File: src/rtl/y86_dbg_pkg.sv
// rtl/y86_dbg_pkg.sv - shared Y86-64 debug types and constants (frame length depends on REGDUMP_CKSUM_EN)
package y86_dbg_pkg;

    typedef enum logic [2:0] {
        ST_IDLE,
        ST_HDR,
        ST_CNT,
        ST_DATA,
        ST_CKSUM
    } dump_state_e;

    localparam int         DEF_NUM_REGS  = 15;
    localparam logic [7:0] DEF_SYNC_BYTE = 8'hA5;

    // Architectural register numbering, shared with the register file
    localparam int RAX = 0;
    localparam int RCX = 1;
    localparam int RDX = 2;
    localparam int RBX = 3;
    localparam int RSP = 4;
    localparam int RBP = 5;
    localparam int RSI = 6;
    localparam int RDI = 7;
    localparam int R8  = 8;
    localparam int R9  = 9;
    localparam int R10 = 10;
    localparam int R11 = 11;
    localparam int R12 = 12;
    localparam int R13 = 13;
    localparam int R14 = 14;

`ifdef REGDUMP_CKSUM_EN
    localparam int CKSUM_BYTES = 1;
`else
    localparam int CKSUM_BYTES = 0;
`endif

    // Sync byte + count byte + 8 bytes per register + optional checksum
    localparam int FRAME_LEN = 2 + 8 * DEF_NUM_REGS + CKSUM_BYTES;

endpackage

File: src/rtl/y86_byte_serializer.sv
// rtl/y86_byte_serializer.sv - streams one 64-bit word as 8 little-endian bytes
module y86_byte_serializer (
    input  logic        clk,
    input  logic        rst_n,
    input  logic [63:0] word_i,
    input  logic        load_i,
    input  logic        tready_i,
    output logic [7:0]  tdata_o,
    output logic        word_done_o
);

    logic [63:0] word_q;
    logic [2:0]  cnt_q;
    logic        valid_q;

    // The current byte is always the low byte of the shift register
    assign tdata_o     = word_q[7:0];
    assign word_done_o = valid_q && tready_i && (cnt_q == 3'd7);

    // Load a new word, or shift one byte out per accepted transfer
    always_ff @(posedge clk or negedge rst_n) begin
        if (!rst_n) begin
            word_q  <= '0;
            cnt_q   <= '0;
            valid_q <= 1'b0;
        end else if (load_i) begin
            word_q  <= word_i;
            cnt_q   <= '0;
            valid_q <= 1'b1;
        end else if (valid_q && tready_i) begin
            word_q <= {8'h00, word_q[63:8]};
            cnt_q  <= cnt_q + 3'd1;
            if (cnt_q == 3'd7) begin
                valid_q <= 1'b0;
            end
        end
    end

endmodule

File: src/rtl/y86_regfile_dumper.sv
// rtl/y86_regfile_dumper.sv - snapshots register taps and streams a framed dump (REGDUMP_CKSUM_EN adds XOR byte)
module y86_regfile_dumper
    import y86_dbg_pkg::*;
#(
    parameter int         NUM_REGS  = DEF_NUM_REGS,
    parameter logic [7:0] SYNC_BYTE = DEF_SYNC_BYTE
) (
    input  logic                   clk,
    input  logic                   rst_n,
    input  logic                   start,
    input  logic [64*NUM_REGS-1:0] regs_flat,
    output logic [7:0]             tx_data,
    output logic                   tx_valid,
    input  logic                   tx_ready,
    output logic                   busy,
    output logic                   done
);

    localparam int            IW       = $clog2(NUM_REGS);
    localparam logic [7:0]    CNT_BYTE = 8'(NUM_REGS);
    localparam logic [IW-1:0] LAST_IDX = IW'(NUM_REGS - 1);

    dump_state_e   state_q;
    logic [63:0]   snap_q [NUM_REGS];
    logic [IW-1:0] reg_idx_q;
    logic [7:0]    ctl_byte_q;
    logic          valid_q;
    logic          busy_q;
    logic          done_q;
`ifdef REGDUMP_CKSUM_EN
    logic [7:0]    cksum_q;
`endif

    logic          xfer;
    logic          ser_ready;
    logic          ser_load;
    logic          ser_word_done;
    logic [7:0]    ser_byte;
    logic [IW-1:0] load_idx;

    assign xfer      = valid_q && tx_ready;
    assign ser_ready = tx_ready && (state_q == ST_DATA);
    // Reload the serializer when leaving CNT and on each word boundary
    // except the last, so data bytes flow without a bubble
    assign ser_load  = xfer && ((state_q == ST_CNT) ||
                                ((state_q == ST_DATA) && ser_word_done && (reg_idx_q != LAST_IDX)));
    assign load_idx  = (state_q == ST_CNT) ? '0 : reg_idx_q + 1'b1;

    y86_byte_serializer u_ser (
        .clk         (clk),
        .rst_n       (rst_n),
        .word_i      (snap_q[load_idx]),
        .load_i      (ser_load),
        .tready_i    (ser_ready),
        .tdata_o     (ser_byte),
        .word_done_o (ser_word_done)
    );

    assign tx_data  = (state_q == ST_DATA) ? ser_byte : ctl_byte_q;
    assign tx_valid = valid_q;
    assign busy     = busy_q;
    assign done     = done_q;

    // Frame sequencer: header, count, data words, optional checksum
    always_ff @(posedge clk or negedge rst_n) begin
        if (!rst_n) begin
            state_q    <= ST_IDLE;
            reg_idx_q  <= '0;
            ctl_byte_q <= '0;
            valid_q    <= 1'b0;
            busy_q     <= 1'b0;
            done_q     <= 1'b0;
            for (int i = 0; i < NUM_REGS; i++) begin
                snap_q[i] <= '0;
            end
`ifdef REGDUMP_CKSUM_EN
            cksum_q    <= '0;
`endif
        end else begin
            done_q <= 1'b0;
            case (state_q)
                ST_IDLE: begin
                    if (start) begin
                        for (int i = 0; i < NUM_REGS; i++) begin
                            snap_q[i] <= regs_flat[64*i +: 64];
                        end
`ifdef REGDUMP_CKSUM_EN
                        cksum_q    <= '0;
`endif
                        ctl_byte_q <= SYNC_BYTE;
                        valid_q    <= 1'b1;
                        busy_q     <= 1'b1;
                        state_q    <= ST_HDR;
                    end
                end
                ST_HDR: begin
                    if (xfer) begin
                        ctl_byte_q <= CNT_BYTE;
                        state_q    <= ST_CNT;
                    end
                end
                ST_CNT: begin
                    if (xfer) begin
`ifdef REGDUMP_CKSUM_EN
                        cksum_q   <= cksum_q ^ CNT_BYTE;
`endif
                        reg_idx_q <= '0;
                        state_q   <= ST_DATA;
                    end
                end
                ST_DATA: begin
                    if (xfer) begin
`ifdef REGDUMP_CKSUM_EN
                        cksum_q <= cksum_q ^ ser_byte;
`endif
                        if (ser_word_done) begin
                            if (reg_idx_q == LAST_IDX) begin
`ifdef REGDUMP_CKSUM_EN
                                ctl_byte_q <= cksum_q ^ ser_byte;
                                state_q    <= ST_CKSUM;
`else
                                valid_q    <= 1'b0;
                                busy_q     <= 1'b0;
                                done_q     <= 1'b1;
                                state_q    <= ST_IDLE;
`endif
                            end else begin
                                reg_idx_q <= reg_idx_q + 1'b1;
                            end
                        end
                    end
                end
`ifdef REGDUMP_CKSUM_EN
                ST_CKSUM: begin
                    if (xfer) begin
                        valid_q <= 1'b0;
                        busy_q  <= 1'b0;
                        done_q  <= 1'b1;
                        state_q <= ST_IDLE;
                    end
                end
`endif
                default: begin
                    valid_q <= 1'b0;
                    busy_q  <= 1'b0;
                    state_q <= ST_IDLE;
                end
            endcase
        end
    end

endmodule
File: config.mk
export PLATFORM = sky130hd
export DESIGN_NAME = y86_regfile_dumper
export DESIGN_NICKNAME = d
export VERILOG_FILES = /design/src/rtl/y86_dbg_pkg.sv /design/src/rtl/y86_byte_serializer.sv /design/src/rtl/y86_regfile_dumper.sv
export SDC_FILE = /design/constraint.sdc
export NUM_CORES = 2
export LEC_CHECK = 0
export ABC_AREA = 0
export BUFFER_PORTS_ARGS = -buffer_cell sky130_fd_sc_hd__buf_2
export CORE_AREA = 3 3 379 381
export CTS_BUF_LIST = sky130_fd_sc_hd__clkbuf_4
export DETAILED_ROUTE_END_ITERATION = 16
export DIE_AREA = 0 0 382 384
export GPL_ROUTABILITY_DRIVEN = 0
export GPL_TIMING_DRIVEN = 1
export PLACE_DENSITY_LB_ADDON = 0.1
export SKIP_CTS_REPAIR_TIMING = 1
export SLEW_MARGIN = 25
export SYNTH_ARGS = -nofsm -noshare
export SYNTH_HDL_FRONTEND = slang
export SYNTH_SLANG_ARGS = --single-unit
export TNS_END_PERCENT = 100
File: constraint.sdc
create_clock -name clk -period 2.5 [get_ports clk]
set_clock_uncertainty 0.15 [all_clocks]
set_input_delay 0.25 -clock clk [delete_from_list [all_inputs] [get_ports clk]]
set_output_delay 0.25 -clock clk [all_outputs]
set_load 0.02 [all_outputs]
==> flow_summary.toml, run 1 <==
[logic_synthesis]
ys_async_sr_fraction_pct = 100
synth_top_cells_by_count = "2954 x nand2_1, 1039 x dfrtp_1, 276 x clkbuf_1"
ys_types = 62
netlist_area_um2 = 48200
ys_ff_latch = 1039
ys_seq_area_share_pct = 54.0
synth_edf_count = 0
syn_avg_cell_area_um2 = 8.65
yosys_warnings = 0
yosysTopAreaCell = "dfrtp_1"
syn_nets = 6538
synth-main-ff-cell = "dfrtp_1"
synth.area.top_cells = "dfrtp_1 54%, nand2_1 23%, mux2i_1 3.8%, mux2_2 2.5%, clkbuf_1 2.2%"
synth_cells = 5565
yosysTopAreaCellShare_pct = 54.0
post-synth-top-count-cell = "nand2_1"

[die]
start_util_pct = 34.2
io_pins = 975
dieHeight_um = 384
fp.dieW_um = 382
rows = 138

[placed_design]
dpl.hpwl_mm = 155
placed_cell_area_um2 = 57400
io_buffers = 974

[clock_tree]
cts_root_buf = "clkbuf_4"
cts_sinks = 1039
numCtsBuffers = 315
clockBufferDepth = 4
htreeDepth = 5

[timing]
crit_endpoint = "tx_data[2]"
endpoint_type = "primary output"

[grt]
grt_max_degree = 128

[run_status]
outcome = "stopped before the end"
stop_stage = "global routing (5_1_grt)"
error = "[ERROR RSZ-0060] Max buffer count reached."
==> logic make-up after synthesis <==
| logic type | Yosys count | synth area share [%] |
|---|---|---|
| buffers and inverters | 404 | 3.77 |
| adders and majority gates | 9 | 0.234 |
| AOI/OAI and AO/OA | 699 | 10.6 |
| DFF | 1039 | 54.0 |
| xor gates and xnor gates | 4 | 0.143 |
| and+or+nand+nor | 3119 | 24.9 |
| muxes | 291 | 6.37 |
==> through the flow <==
stage	std cells	worst slack [ps]	util, %	hold slack [ps]	TNS [ps]
after global placement	8360	-409	40.7	37.4	-6950
after floorplan	5565	0.455	-	-196	0
after detailed placement	8360	-415	40.7	37.6	-7360
after CTS	8861	-870	43.3	-1320	-15450
==> run 2: changes to the inputs <==
--- a/config.mk
+++ b/config.mk
@@ -7,13 +7,12 @@
 export LEC_CHECK = 0
 export ABC_AREA = 0
 export BUFFER_PORTS_ARGS = -buffer_cell sky130_fd_sc_hd__buf_2
-export CORE_AREA = 3 3 379 381
-export CTS_BUF_LIST = sky130_fd_sc_hd__clkbuf_4
+export CORE_AREA = 3 3 384 386
 export DETAILED_ROUTE_END_ITERATION = 16
-export DIE_AREA = 0 0 382 384
+export DIE_AREA = 0 0 387 389
 export GPL_ROUTABILITY_DRIVEN = 0
 export GPL_TIMING_DRIVEN = 1
-export PLACE_DENSITY_LB_ADDON = 0.1
+export PLACE_DENSITY_LB_ADDON = 0.15
 export SKIP_CTS_REPAIR_TIMING = 1
 export SLEW_MARGIN = 25
 export SYNTH_ARGS = -nofsm -noshare
==> constraint.sdc (replaced) <==
create_clock -name clk -period 3.2 [get_ports clk]
set_clock_uncertainty 0.15 [all_clocks]
set_input_delay 0.32 -clock clk [delete_from_list [all_inputs] [get_ports clk]]
set_output_delay 0.32 -clock clk [all_outputs]
set_load 0.02 [all_outputs]
==> run 2 against run 1 <==
Against the previous run: the run now ends clean; area after synthesis unchanged; synthesized cell count unchanged.
==> flow_summary.toml, run 2 <==
[run_status]
outcome = "complete, no violations"

[grt]
groute.usage.overall_pct = 27.1
grt_pass1_vias = 43353
grt_pass1_wl_mm = 301
gr-total-overflow = 0
antenna_found_initial = 36
grt_max_degree = 146

[logic_synthesis]
synth-main-ff-cell = "dfrtp_1"
ys_async_sr_fraction_pct = 100
ys_seq_area_share_pct = 54.0
post-synth-top-count-cell = "nand2_1"
netlist_area_um2 = 48200
synth_top_cells_by_count = "2954 x nand2_1, 1039 x dfrtp_1, 276 x clkbuf_1"
syn_nets = 6538
synth_edf_count = 0
yosysTopAreaCellShare_pct = 54.0
yosysTopAreaCell = "dfrtp_1"
yosys_warnings = 0
ys_types = 62
synth_cells = 5565
ys_ff_latch = 1039
syn_avg_cell_area_um2 = 8.65
synth.area.top_cells = "dfrtp_1 54%, nand2_1 23%, mux2i_1 3.8%, mux2_2 2.5%, clkbuf_1 2.2%"

[layout]
reg_top3 = "snap_q (960), u_ser.word_q (64), reg_idx_q (4)"
largest_reg_flops = 960
regMostFlops = "snap_q"
final_common_cell = "nand2_1"
final_layout_size_suffix_gt1_share_pct = 20.3
fin_nets = 8387
syn_to_final_growth_pct = 44.7
layout_common_cells = "2952 x nand2_1, 1038 x dfrtp_1, 973 x buf_2"

[timing]
worstMarginPinSlew_ps = 916
drv_slew = 0
min_period_over_period_pct = 96.8
fmax_mhz = 323
finalWorstSetupSlack_ps = 103
rsz0062_at_grt = "false"
hold_viol_final = 0
min_period_ps = 3100
setup_viol = 0
relSlewSlack_pct = 38.9

[clock_tree]
clockBufferDepth = 3
path_clk_slew_ps = 70
clkLatencyLatePin_ps = 750
cts_tree = "yes"
cts_root_buf = "clkbuf_16"
numCtsBuffers = 119
cts_sinks = 1039
htreeDepth = 3

[power]
p_per_area_nw_per_um2 = 420
irDropWorstVdd_mv = 0.390
p_int_mw = 22.6
swShare_pct = 23.0
power_frac_clock_pct = 48.0
finalPower_mw = 29.3
p_leak_nw = 36.4
pwr-share-comb_pct = 7.1
seqPwrFrac_pct = 44.8
netSwitchingPower_mw = 6.75

[die]
core_um2 = 144000
io_pins = 975
die_area_um2 = 151000
fp.dieW_um = 387
rows = 139
start_util_pct = 33.5
dieHeight_um = 389

[critical_path]
arrival_ps = 3530
startpoint_type = "register"
required_ps = 3630
worstSetupEndpoint = "u_ser.word_q[16]$_DFFE_PN0P_"
endpoint_kind = "register"
crit_path_start = "reg_idx_q[0]$_DFFE_PN0P_"
reg2reg_slack_ps = 100
rr_worst_depth = 6
crit_type = "register to register"
reg2reg_to = "u_ser.word_q[16]$_DFFE_PN0P_"
r2r-start = "reg_idx_q[0]$_DFFE_PN0P_"
cp_max_fo = 88

[routing]
routed_wl_mm = 225
drt_pass1_iterations = 9
vias_per_cell = 5.10
drt_iter0_drc = 4266
drc = 0
vias = 48186
ant_nets = 0
drt-wirelength-per-cell_um = 23.8

[placed_design]
dpl_worst_slack_ps = -23.2
dpl.hpwl_mm = 157
io_buffers = 974

[flow_run]
maxCapViolCount = 0

[hold_path]
hold_class = "input port to async pin"
[run 2: worst min path at each step]
stage | start | endpoint | slack (ps) | depth (start not counted)
2_1_floorplan | rst_n | busy$_DFFE_PN0P_ | -130 | 0
3_3_place_gp | rst_n | snap_q[422]$_DFFE_PN0P_ | 250 | 1
3_5_place_dp | rst_n | snap_q[422]$_DFFE_PN0P_ | 250 | 1
4_1_cts | rst_n | snap_q[422]$_DFFE_PN0P_ | -550 | 1
5_1_grt | rst_n | snap_q[358]$_DFFE_PN0P_ | 80 | 2
6_report | rst_n | snap_q[422]$_DFFE_PN0P_ | 50 | 2
[run 2: worst max-delay path, cell delays in order, from the launching register on]
cell and delay (ps):
dfrtp_4 430, buf_12 390, buf_4 770, mux2i_1 610
a22o_1 240, a211o_1 170, o221ai_2 100
[run 2: final cells by class]
type | count | area [um^2]
antenna | 34 | 85.1
clock buffer | 177 | 3450
clock inverter | 44 | 546
fill | 13641 | 74100
inverter | 12 | 52.6
multi-input combinational | 4122 | 20500
sequential | 1039 | 26000
tap | 1903 | 2380
timing repair buffer | 2120 | 16700
[run 2: cells by family (layout without fill, tap and decap cells)]
kind of cell / Yosys count / in the layout / share of synthesized area [%]
buf+inv: 404 / 2353 / 3.77
fa+ha+maj: 9 / 9 / 0.234
compound gates: 699 / 699 / 10.6
xor+xnor: 4 / 4 / 0.143
simple gates: 3119 / 3119 / 24.9
mux: 291 / 291 / 6.37
other cells: 0 / 34 / 0
flops: 1039 / 1039 / 54.0
[run 2: power groups by stage]
stage | clock network [mW] | logic, mW | registers, mW
floorplan | 0 | 0.0136 | 13.4
global placement | 0 | 1.10 | 13.4
detailed placement | 0 | 1.10 | 13.4
CTS | 14.3 | 1.11 | 13.1
global route | 14.8 | 2.24 | 13.1
finish | 14.1 | 2.09 | 13.1
[run 2: stage by stage]
stage	TNS, ps	cell area, um^2	hold slack, ps	instances	utilization, %
finish	0	69700	47.2	9451	48.5
global route	0	69700	75.0	9434	48.4
CTS	-46.0	59900	-546	8446	41.6
detailed placement	-23.2	55900	251	8225	38.9
global placement	0	55800	247	8222	38.8
floorplan	0	48200	-126	5565	-
[run 2: routing by layer]
layer	wire (um)	up-vias	track usage, %
met5	69	-	0
met4	9370	12	8.67
met3	15000	541	5.02
met2	101000	2203	41.3
met1	99200	23488	38.8
li1	-	21942	-
No activity file was read; power rests on OpenSTA's default activity.
